--- src/rtl/ex_muldiv_ctl.sv ---
// Iterative HI/LO multiply/divide unit for the EX stage: 32-cycle shift-add multiply, restoring divide.
// Define MULDIV_SIGNED_EN to honour EX_insigned; otherwise every op is unsigned.
module ex_muldiv_ctl (
    input  logic        clk,
    input  logic        reset,
    input  logic        EX_instartmul,
    input  logic        EX_instartdiv,
    input  logic        EX_insigned,
    input  logic [31:0] EX_inopA,
    input  logic [31:0] EX_inopB,
    input  logic        EX_inrdhilo,
    input  logic        EX_inflush,
    output logic        EX_outstall,
    output logic        EX_outbusy,
    output logic        EX_outdone,
    output logic        EX_outdivzero,
    output logic [31:0] EX_outhi,
    output logic [31:0] EX_outlo
);
    typedef enum logic [2:0] {IDLE, MUL, DIV, FIX, DONE} state_t;

    state_t      state;
    logic [4:0]  cnt;
    logic [63:0] acc;     // mul: {hi,lo} accumulator; div: quotient/dividend in [31:0]
    logic [31:0] rem;
    logic [31:0] opd;     // multiplicand or divisor magnitude
    logic        is_div, neg_lo, neg_hi;
    logic [31:0] hi, lo;
    logic        busy, done, divzero;

    logic sgn;
`ifdef MULDIV_SIGNED_EN
    assign sgn = EX_insigned;
`else
    logic unused_signed;
    assign sgn           = 1'b0;
    assign unused_signed = EX_insigned;
`endif

    logic        sa, sb;
    logic [31:0] a_mag, b_mag;
    assign sa    = sgn & EX_inopA[31];
    assign sb    = sgn & EX_inopB[31];
    assign a_mag = sa ? -EX_inopA : EX_inopA;
    assign b_mag = sb ? -EX_inopB : EX_inopB;

    logic [32:0] mul_sum;
    assign mul_sum = {1'b0, acc[63:32]} + {1'b0, (acc[0] ? opd : 32'd0)};

    logic [32:0] rem_sh;
    logic        ge;
    logic [31:0] rem_nxt;
    assign rem_sh  = {rem, acc[31]};
    assign ge      = rem_sh >= {1'b0, opd};
    assign rem_nxt = ge ? 32'(rem_sh - {1'b0, opd}) : rem_sh[31:0];

    logic [63:0] prod_fix;
    logic [31:0] quo_fix, rem_fix;
    assign prod_fix = neg_lo ? -acc : acc;
    assign quo_fix  = neg_lo ? -acc[31:0] : acc[31:0];
    assign rem_fix  = neg_hi ? -rem : rem;

    always_ff @(posedge clk) begin
        if (reset) begin
            state   <= IDLE;
            cnt     <= '0;
            acc     <= '0;
            rem     <= '0;
            opd     <= '0;
            is_div  <= 1'b0;
            neg_lo  <= 1'b0;
            neg_hi  <= 1'b0;
            hi      <= '0;
            lo      <= '0;
            busy    <= 1'b0;
            done    <= 1'b0;
            divzero <= 1'b0;
        end else begin
            done <= 1'b0;
            case (state)
                IDLE: begin
                    if (!EX_inflush && (EX_instartmul || EX_instartdiv)) begin
                        cnt <= '0;
                        if (EX_instartmul) begin
                            state   <= MUL;
                            busy    <= 1'b1;
                            divzero <= 1'b0;
                            is_div  <= 1'b0;
                            acc     <= {32'd0, b_mag};
                            opd     <= a_mag;
                            neg_lo  <= sa ^ sb;
                            neg_hi  <= sa ^ sb;
                        end else if (EX_inopB == 32'd0) begin
                            // divide-by-zero short-circuits straight to the done pulse
                            state   <= DONE;
                            done    <= 1'b1;
                            divzero <= 1'b1;
                            hi      <= EX_inopA;
                            lo      <= 32'hFFFF_FFFF;
                        end else begin
                            state   <= DIV;
                            busy    <= 1'b1;
                            divzero <= 1'b0;
                            is_div  <= 1'b1;
                            acc     <= {32'd0, a_mag};
                            rem     <= '0;
                            opd     <= b_mag;
                            neg_lo  <= sa ^ sb;
                            neg_hi  <= sa;
                        end
                    end
                end
                MUL, DIV: begin
                    if (EX_inflush) begin
                        state <= IDLE;
                        busy  <= 1'b0;
                    end else begin
                        if (state == MUL) begin
                            acc <= {mul_sum, acc[31:1]};
                        end else begin
                            rem       <= rem_nxt;
                            acc[31:0] <= {acc[30:0], ge};
                        end
                        cnt <= cnt + 5'd1;
                        if (cnt == 5'd31) state <= FIX;
                    end
                end
                FIX: begin
                    state <= EX_inflush ? IDLE : DONE;
                    busy  <= 1'b0;
                    if (!EX_inflush) begin
                        done <= 1'b1;
                        if (is_div) begin
                            hi <= rem_fix;
                            lo <= quo_fix;
                        end else begin
                            {hi, lo} <= prod_fix;
                        end
                    end
                end
                DONE:    state <= IDLE;
                default: state <= IDLE;
            endcase
        end
    end

    assign EX_outbusy    = busy;
    assign EX_outdone    = done;
    assign EX_outdivzero = divzero;
    assign EX_outhi      = hi;
    assign EX_outlo      = lo;
    assign EX_outstall   = busy & (EX_inrdhilo | EX_instartmul | EX_instartdiv);
endmodule

--- config.mk ---
export PLATFORM = sky130hd
export DESIGN_NAME = ex_muldiv_ctl
export DESIGN_NICKNAME = d
export VERILOG_FILES = /design/src/rtl/ex_muldiv_ctl.sv
export SDC_FILE = /design/constraint.sdc
export NUM_CORES = 1
export LEC_CHECK = 0
export CAP_MARGIN = 25
export CORE_ASPECT_RATIO = 0.8
export CORE_MARGIN = 4
export CORE_UTILIZATION = 29
export DETAILED_ROUTE_END_ITERATION = 10
export MAX_ROUTING_LAYER = met4
export PLACE_DENSITY = 0.53
export SETUP_SLACK_MARGIN = 0.3
export SLEW_MARGIN = 20
export SYNTH_ARGS = -nofsm -noshare
export SYNTH_HDL_FRONTEND = slang
export SYNTH_SLANG_ARGS = --single-unit
--- constraint.sdc ---
create_clock -name clk -period 8 [get_ports clk]
set_input_delay 1.6 -clock clk [delete_from_list [all_inputs] [get_ports clk]]
set_output_delay 1.6 -clock clk [all_outputs]
set_load 0.01 [all_outputs]
==> results of run 1 <==
==> worst paths after layout <==
check | slack, ns | from | cells after the start | to
setup reg to reg | 4.10 | acc[0]$_SDFFE_PP0P_ | 12 | acc[60]$_SDFFE_PP0P_
setup / recovery | 3.42 | EX_instartdiv | 3 | EX_outstall
hold / removal | 0.46 | EX_outhi[22]$_SDFFE_PP0P_ | 2 | EX_outhi[22]$_SDFFE_PP0P_
hold reg to reg | 0.46 | EX_outhi[22]$_SDFFE_PP0P_ | 2 | EX_outhi[22]$_SDFFE_PP0P_
==> registers in the layout, indices dropped and copies added, names as in the netlist <==
signal         flops
EX_outlo          32
cnt                5
EX_outdivzero      1
acc               64
rem               32
state              3
opd               32
is_div             1
EX_outdone         1
EX_outhi          32
EX_outbusy         1
==> cell type report <==
class | instances | area share (%)
clock buffer | 37 | 4.739
clock inverter | 7 | 0.4463
inverter | 49 | 1.193
multi-input combinational | 1200 | 52.42
sequential | 204 | 26.51
tap | 560 | 4.544
timing repair buffer | 157 | 10.14
==> critical path, stage by stage <==
cell	delay [ns]
clkdlybuf4s50_1	0.56
o31a_1	0.34
clkdlybuf4s50_1	0.48
==> cells in the final DEF, fill, tap and decap left out, drive strengths merged, types with 39 or more instances in the layout <==
cell type,synthesis,final
nor3,86,86
o21ai,70,70
o211ai,39,39
inv,49,50
dfxtp,204,204
a21oi,143,143
mux2i,88,88
clkdlybuf4s50,0,135
a211oi,39,39
ha,66,66
nand2,168,168
nor2,116,116
==> layer usage <==
metal	GRT usage (%)	share of wire, %	up-vias
met3	2.610	5.2	61
met4	4.124	2.4	0
li1	-	-	5881
met2	26.06	42	349
met5	-	0	-
met1	25.98	50	5757
==> where the power goes <==
group | leakage [nW] | switching, mW | internal, mW | total (mW)
logic | 3.55 | 0.243 | 0.174 | 0.417
clock network | 0.389 | 0.463 | 0.661 | 1.12
registers | 1.66 | 0.0458 | 1.05 | 1.09
==> logic make-up after synthesis <==
family	count (synthesis)
XOR/XNOR	60
AO/OA/AOI/OAI	467
AND/OR/NAND/NOR	485
buffers and inverters	168
multiplexers	119
flip-flops	204
adder cells (fa/ha/maj)	69
==> run_results.csv, run 1 <==
group,metric,value,unit
grt,grt_overflow,0,
clock_tree,cts.sinks,204,
final_layout,final_nets,1775,
grt,antenna_found_initial,0,
final_layout,diodes,0,
synthesis,synth_common_cells,"dfxtp_1 (204), nand2_1 (166), a21oi_1 (141), nor2_1 (115), clkbuf_1 (98)",
sta,fin_tns_setup,0,ns
sta,min_period,4.578,ns
clock_tree,cts_tree,"done",
final_layout,fill_cells,4501,
critical_path,path_max_fanout,6,
synthesis,yosys-mux-area-fraction,9.593,%
clock_tree,holdBufCountCts,0,
die,die_w,243.1,um
critical_path,worstPathRequired,6.40,ns
sta,setup_ws,3.422,ns
routing,drt-vias-per-instance,5.442,
clock_tree,htree_levels,1,
synthesis,synth_compound_area_share,24.50,%
final_layout,stdcell_area,0.01542,sq mm
critical_path,cp.arrival,2.98,ns
synthesis,synth_seq_cells,204,
critical_path,crit_type,"input pin to output port",
power_and_ir_drop,power.leakage,5.593,nW
synthesis,synth_xor_area_share,4.099,%
sta,rsz0062_at_grt,"no",
grt,grt_pass1_vias,11751,
synthesis,syn_nets,1711,
sta,max_slew.worst_pin.slew,1.009,ns
final_layout,multi_input_area,0.008083,sq mm
synthesis,ys_seq_area_share,31.85,%
die,core_area,0.04339,sq mm
die,initial_utilization,29.55,%
run_status,status,"finished clean",
clock_tree,clkSlewWorstSetupHoldPaths,0.06,ns
die,dieArea,0.04766,sq mm
grt,grt_pass1_wl,67.54,mm
routing,routedWlPerCell,19.29,um
run,cap_violations,0,
critical_path,cp-start-kind,"input pin",
synthesis,synth_area_leader_cell,"dfxtp_1",
routing,drtIter0Drc,960,
sta,holdWs,0.4550,ns
routing,ant_nets,0,
clock_tree,root_buffer,"clkbuf_16",
clock_tree,cts_max_path_buffers,3,
synthesis,syn_area_per_cell,8.156,sq um
synthesis,post_synth_num_cell_types,74,
power_and_ir_drop,power,2.636,mW
sta,slew_headroom,32.56,%
synthesis,ys.flop_type,"dfxtp_1",
power_and_ir_drop,vdd.ir_drop.worst,0.1227,mV
final_layout,seq_area,0.004088,sq mm
placement,dp.cells,2169,
final_layout,finish.utilization,35.53,%
synthesis,ys_top_cells_by_area,"dfxtp_1 (32%), mux2i_1 (6.9%), ha_1 (6.4%)",
placement,place_area,0.01459,sq mm
sta,maxSlewViolCount,0,
grt,track_usage,17.85,%
final_layout,area_growth,20.26,%
synthesis,synth_top_family_by_area,"compound AO/OA/AOI/OAI gates",
sta,timing.final.crit_share,57.22,%
sta,final-setup-viol-count,0,
final_layout,drive_gt1_share,7.376,%
clock_tree,cts_setup_buffers,0,
final_layout,final_cell_count_no_fill,2214,
placement,gp_congestion,0.8824,
sta,hold_viol,0,
synthesis,synth_edf_count,0,
synthesis,synthCells,1572,
die,rows,68,
routing,num_vias,12048,
die,ios,139,
power_and_ir_drop,p_per_area,170.9,mW/mm^2
clock_tree,cts_buffers,24,
sta,clock_skew,0.01795,ns
critical_path,setup.worst_path.end_class,"output port",
clock_tree,clk_latency,0.54,ns
synthesis,synth_most_common_cell,"dfxtp_1",
die,die_h,196.1,um
clock_tree,cts_resized,0,
grt,grt_max_degree,92,
worst_hold_path,hold_class,"flip-flop to flip-flop",
sta,max_freq,218.5,MHz
synthesis,synth_top_area_share,31.85,%
routing,drt-total-wl,42.72,mm
synthesis,yosys.area_share.simple,17.64,%
synthesis,synthAdderAreaFrac,6.831,%
synthesis,syn_area,0.01282,sq mm
routing,first_pass_iters,5,
placement,dp_hpwl,30.78,mm
synthesis,yosysWarnings,0,
synthesis,ys_async_sr_fraction,0,%
routing,drc,0,
placement,place_ws,2.940,ns
placement,io_buffer_count,137,
Power figures use the tool's default switching activity.
==> run 2: changes to the inputs <==
clock period = 4.32 ns   (was 8 ns; I/O delays follow)
==> run_results.csv, run 2 (synthesis results as in run 1) <==
group,metric,value,unit
final_layout,diodes,0,
sta,hold_viol,0,
final_layout,largest_register_ffs,64,
power_and_ir_drop,p_per_area,311.8,mW/mm^2
routing,drtIter0Drc,885,
final_layout,layout_commonest_cell,"dfxtp_1",
final_layout,largest_register,"acc",
power_and_ir_drop,vdd.ir_drop.worst,0.1640,mV
clock_tree,cts_buffers,23,
routing,drt-vias-per-instance,5.424,
critical_path,setup.worst_path.end_class,"flip-flop",
grt,grt_pass1_wl,67.01,mm
run_status,status,"finished clean",
grt,grt_max_degree,82,
sta,final-setup-viol-count,0,
clock_tree,cts_max_path_buffers,3,
sta,min_period,3.523,ns
critical_path,critical_path_buf_inv_count,1,
die,core_area,0.04339,sq mm
final_layout,finish.utilization,35.63,%
critical_path,cp_slowest_stage_delay,0.47,ns
final_layout,final_nets,1787,
grt,antenna_found_initial,0,
sta,slew_headroom,33.39,%
clock_tree,cts_tree,"done",
clock_tree,clkSlewWorstSetupHoldPaths,0.06,ns
clock_tree,cts_setup_buffers,0,
placement,dp_hpwl,31.38,mm
clock_tree,cts.sinks,204,
critical_path,path_max_fanout,9,
sta,clock_skew,0.01135,ns
critical_path,slowest_stage,"o21a_1",
clock_tree,htree_levels,1,
routing,drt-total-wl,42.82,mm
final_layout,area_growth,20.57,%
die,ios,139,
die,rows,68,
sta,holdWs,0.4557,ns
sta,max_slew.worst_pin.slew,0.9991,ns
placement,gp_congestion,0.8634,
grt,grt_pass1_vias,11616,
final_layout,mostFrequentLayoutCells,"dfxtp_1 (203), nand2_1 (166), a21oi_1 (139), clkdlybuf4s50_1 (135), nor2_1 (113)",
routing,drc,0,
critical_path,cp_cell_sequence,"inv_1 -> ha_1 -> a21oi_4 -> nand2_1 -> or3_4 -> nor4b_4 -> o31ai_4 -> a31oi_2 -> o21a_1 -> nor3_1 -> a221o_1",
worst_hold_path,hold_class,"flip-flop to flip-flop",
die,die_h,196.1,um
die,initial_utilization,29.55,%
clock_tree,cts_resized,0,
placement,io_buffer_count,137,
sta,maxSlewViolCount,0,
die,die_w,243.1,um
clock_tree,clk_latency,0.53,ns
sta,fin_tns_setup,0,ns
grt,grt_overflow,0,
clock_tree,root_buffer,"clkbuf_16",
sta,timing.final.crit_share,81.56,%
critical_path,cp-start-kind,"flip-flop",
power_and_ir_drop,power.leakage,5.628,nW
clock_tree,holdBufCountCts,0,
routing,first_pass_iters,5,
critical_path,crit_type,"flip-flop to flip-flop",
grt,track_usage,17.75,%
routing,ant_nets,0,
sta,max_freq,283.8,MHz
die,dieArea,0.04766,sq mm
sta,rsz0062_at_grt,"no",
critical_path,cp_top_family,"compound AO/OA/AOI/OAI gates",
critical_path,worstPathRequired,4.73,ns
routing,num_vias,12058,
run,cap_violations,0,
routing,routedWlPerCell,19.26,um
critical_path,cp.arrival,3.94,ns
final_layout,drive_gt1_share,7.937,%
run 2: cell types whose count changed in the layout (fill, tap and decap cells not counted), sizes merged:
cell	before	now
clkinv	3	4
bufinv	1	2
inv	50	49
buf	22	35
clkbuf	37	32
run 2: worst paths after layout:
kind,from,endpoint,slack (ns),cells past startpoint
worst max-delay path,opd[14]$_SDFFE_PP0P_,rem[26]$_SDFFE_PP0P_,0.80,11
worst min-delay path,EX_outhi[23]$_SDFFE_PP0P_,EX_outhi[23]$_SDFFE_PP0P_,0.46,2
worst max register to register,opd[14]$_SDFFE_PP0P_,rem[26]$_SDFFE_PP0P_,0.80,11
worst min register to register,EX_outhi[23]$_SDFFE_PP0P_,EX_outhi[23]$_SDFFE_PP0P_,0.46,2
run 2: cell type report:
type                       instances  area (sq um)
tap                              560         700.7
inverter                          49         183.9
timing repair buffer             170          1672
sequential                       204          4088
multi-input combinational       1200          8066
clock buffer                      32         649.4
clock inverter                     8         98.84
fill                            4483         27930
run 2: power breakdown:
group / internal [mW] / switching [mW]
logic: 0.327 / 0.454
clock network: 1.17 / 0.848
registers: 1.94 / 0.0822
run 2: worst register-to-register path: stages, from the launching register on:
cell and delay (ns):
dfxtp_1 0.44, inv_1 0.07, ha_1 0.40, a21oi_4 0.21
nand2_1 0.09, or3_4 0.39, nor4b_4 0.40, o31ai_4 0.14
a31oi_2 0.39, o21a_1 0.47, nor3_1 0.14, a221o_1 0.27
run 2: metal layers:
layer  global-route usage, %  vias to the layer above  wire length, um
met5                       -                        -                0
met3                   2.801                       69             2299
li1                        -                     5893                -
met4                   4.252                        0             1081
met2                   25.60                      342            17690
met1                   25.92                     5754            21750
run 2: stage by stage:
stage | cells | worst slack (ns) | cell area (sq um) | power (mW)
floorplan | 1572 | 1.254 | 12820 | 2.551
detailed placement | 2183 | 0.5023 | 14710 | 2.837
finish | 2223 | 0.7965 | 15460 | 4.819
global route | 2223 | 0.6498 | 15460 | 5.016
global placement | 2181 | 0.5057 | 14670 | 2.827
CTS | 2223 | 0.8355 | 15460 | 4.862
==> run 3: changes to the inputs <==
clock period = 3.65 ns   (was 4.32 ns; I/O delays follow)
==> run_results.csv, run 3 (synthesis results as in run 1) <==
group,metric,value,unit
final_layout,layout_commonest_cell,"dfxtp_1",
placement,io_buffer_count,137,
clock_tree,htree_levels,1,
sta,final-setup-viol-count,0,
sta,slew_headroom,43.20,%
clock_tree,clk_latency,0.52,ns
routing,drt-vias-per-instance,5.423,
clock_tree,cts_tree,"done",
grt,antenna_found_initial,0,
power_and_ir_drop,p_sw_share,28.66,%
die,die_w,243.1,um
placement,dp_hpwl,32.36,mm
die,rows,68,
die,dieArea,0.04766,sq mm
routing,ant_nets,0,
clock_tree,root_buffer,"clkbuf_16",
power_and_ir_drop,internal_power,4.048,mW
critical_path,critical_path_buf_inv_count,3,
sta,rsz0062_at_grt,"yes",
critical_path,cp_cell_sequence,"inv_1 -> ha_2 -> nand3_2 -> or4_4 -> o311ai_2 -> nor4b_4 -> buf_4 -> o31ai_4 -> a31oi_4 -> o21ai_4 -> buf_12 -> nor2_2 -> a221o_1",
grt,grt_max_degree,73,
final_layout,mostFrequentLayoutCells,"dfxtp_1 (201), nand2_1 (166), a21oi_1 (137), clkdlybuf4s50_1 (135), nor2_1 (112)",
critical_path,slowest_stage,"or4_4",
routing,drtIter0Drc,1050,
power_and_ir_drop,power,5.675,mW
routing,drt-total-wl,43.29,mm
clock_tree,cts.sinks,204,
placement,gp_congestion,0.8855,
grt,grt_pass1_vias,11822,
final_layout,largest_register_ffs,64,
placement,dp.cells,2216,
die,core_area,0.04339,sq mm
die,ios,139,
sta,fin_tns_setup,0,ns
run_status,status,"finished clean",
die,die_h,196.1,um
clock_tree,cts_buffers,23,
critical_path,regToRegStartpoint,"opd[7]$_SDFFE_PP0P_",
critical_path,cp_top_family,"compound AO/OA/AOI/OAI gates",
routing,num_vias,12257,
critical_path,worstPathRequired,4.05,ns
critical_path,setup.worst_path.end_class,"flip-flop",
final_layout,largest_register,"acc",
die,initial_utilization,29.55,%
sta,hold_viol,0,
clock_tree,cts_max_path_buffers,3,
clock_tree,holdBufCountCts,0,
power_and_ir_drop,net-switching-power,1.627,mW
sta,clock_skew,0.008516,ns
grt,track_usage,18.08,%
critical_path,crit_path_start,"opd[7]$_SDFFE_PP0P_",
worst_hold_path,hp-start,"EX_outhi[26]$_SDFFE_PP0P_",
sta,max_freq,308.0,MHz
final_layout,fill_cells,4444,
routing,first_pass_iters,5,
routing,drc,0,
critical_path,path_max_fanout,7,
power_and_ir_drop,power.leakage,5.837,nW
critical_path,crit_type,"flip-flop to flip-flop",
routing,routedWlPerCell,19.16,um
critical_path,cp_slowest_stage_delay,0.49,ns
power_and_ir_drop,vdd.ir_drop.worst,0.2502,mV
power_and_ir_drop,p_per_area,357.3,mW/mm^2
sta,max_slew.worst_pin.slew,0.8520,ns
critical_path,cp.arrival,3.65,ns
power_and_ir_drop,power_frac_comb,17.2,%
final_layout,final_cell_count_no_fill,2260,
clock_tree,clkSlewWorstSetupHoldPaths,0.06,ns
critical_path,cp-start-kind,"flip-flop",
sta,timing.final.crit_share,88.94,%
grt,grt_overflow,0,
power_and_ir_drop,clkPwrFrac,40.7,%
sta,min_period,3.246,ns
final_layout,area_growth,23.90,%
final_layout,diodes,0,
worst_hold_path,hold_class,"flip-flop to flip-flop",
grt,grt_pass1_wl,68.48,mm
run,cap_violations,0,
sta,maxSlewViolCount,0,
power_and_ir_drop,p_seq_share,42.1,%
final_layout,drive_gt1_share,10.88,%
final_layout,final_nets,1824,
==> run 3: worst paths after layout <==
| kind | end | slack [ns] | cells past startpoint |
|---|---|---|---|
| worst max-delay path | rem[30]$_SDFFE_PP0P_ | 0.40 | 13 |
| worst min-delay path | EX_outhi[26]$_SDFFE_PP0P_ | 0.46 | 2 |
| worst min register to register | EX_outhi[26]$_SDFFE_PP0P_ | 0.46 | 2 |
| worst max register to register | rem[30]$_SDFFE_PP0P_ | 0.40 | 13 |
==> run 3: area by class of cell <==
class	count	area, sq um	share of cell area [%]
multi-input cells	1200	8135	51.21
clock buffers	32	659.4	4.151
inverters	49	183.9	1.158
flip-flops and latches	204	4088	25.73
well taps	560	700.7	4.411
repair buffers	207	2044	12.87
clock inverters	8	73.82	0.4647
==> run 3: worst min-delay path, cell delays in order (launching register included) <==
cell and delay, ns:
dfxtp_1 0.31, nand2_1 0.05, a21oi_1 0.05
==> run 3: metrics by stage <==
| stage | util (%) | instance area, sq um | hold WS, ns | setup slack, ns |
|---|---|---|---|---|
| after floorplan | - | 12820 | 0.4362 | 0.7606 |
| after global placement | 34.61 | 15020 | 0.4464 | 0.2142 |
| after detailed placement | 34.64 | 15030 | 0.4506 | 0.1528 |
| after CTS | 36.39 | 15790 | 0.4593 | 0.3096 |
| after global routing | 36.61 | 15890 | 0.4777 | 0.2803 |
| final | 36.61 | 15890 | 0.4553 | 0.4035 |
==> run 3: repair_timing <==
item | CTS | global route
setup buffers | 2 | 2
setup endpoints to repair | 9 | 43
pin swaps | 1 | 3
cloned | 0 | 0
resized for setup | 0 | 18
==> run 3: layer usage <==
layer | part of all wire, % | global-route usage, %
met1 | 50 | 26.80
met2 | 42 | 26.18
met3 | 5.9 | 2.569
met4 | 2.1 | 3.483
met5 | 0 | -
==> run 3: power by group through the flow <==
| stage | combinational, mW | clock [mW] | sequential [mW] |
|---|---|---|---|
| 2_1_floorplan | 0.627 | 0 | 2.39 |
| 3_3_place_gp | 0.945 | 0 | 2.44 |
| 3_5_place_dp | 0.954 | 0 | 2.44 |
| 4_1_cts | 0.960 | 2.37 | 2.39 |
| 5_1_grt | 1.06 | 2.46 | 2.40 |
| 6_report | 0.978 | 2.31 | 2.39 |
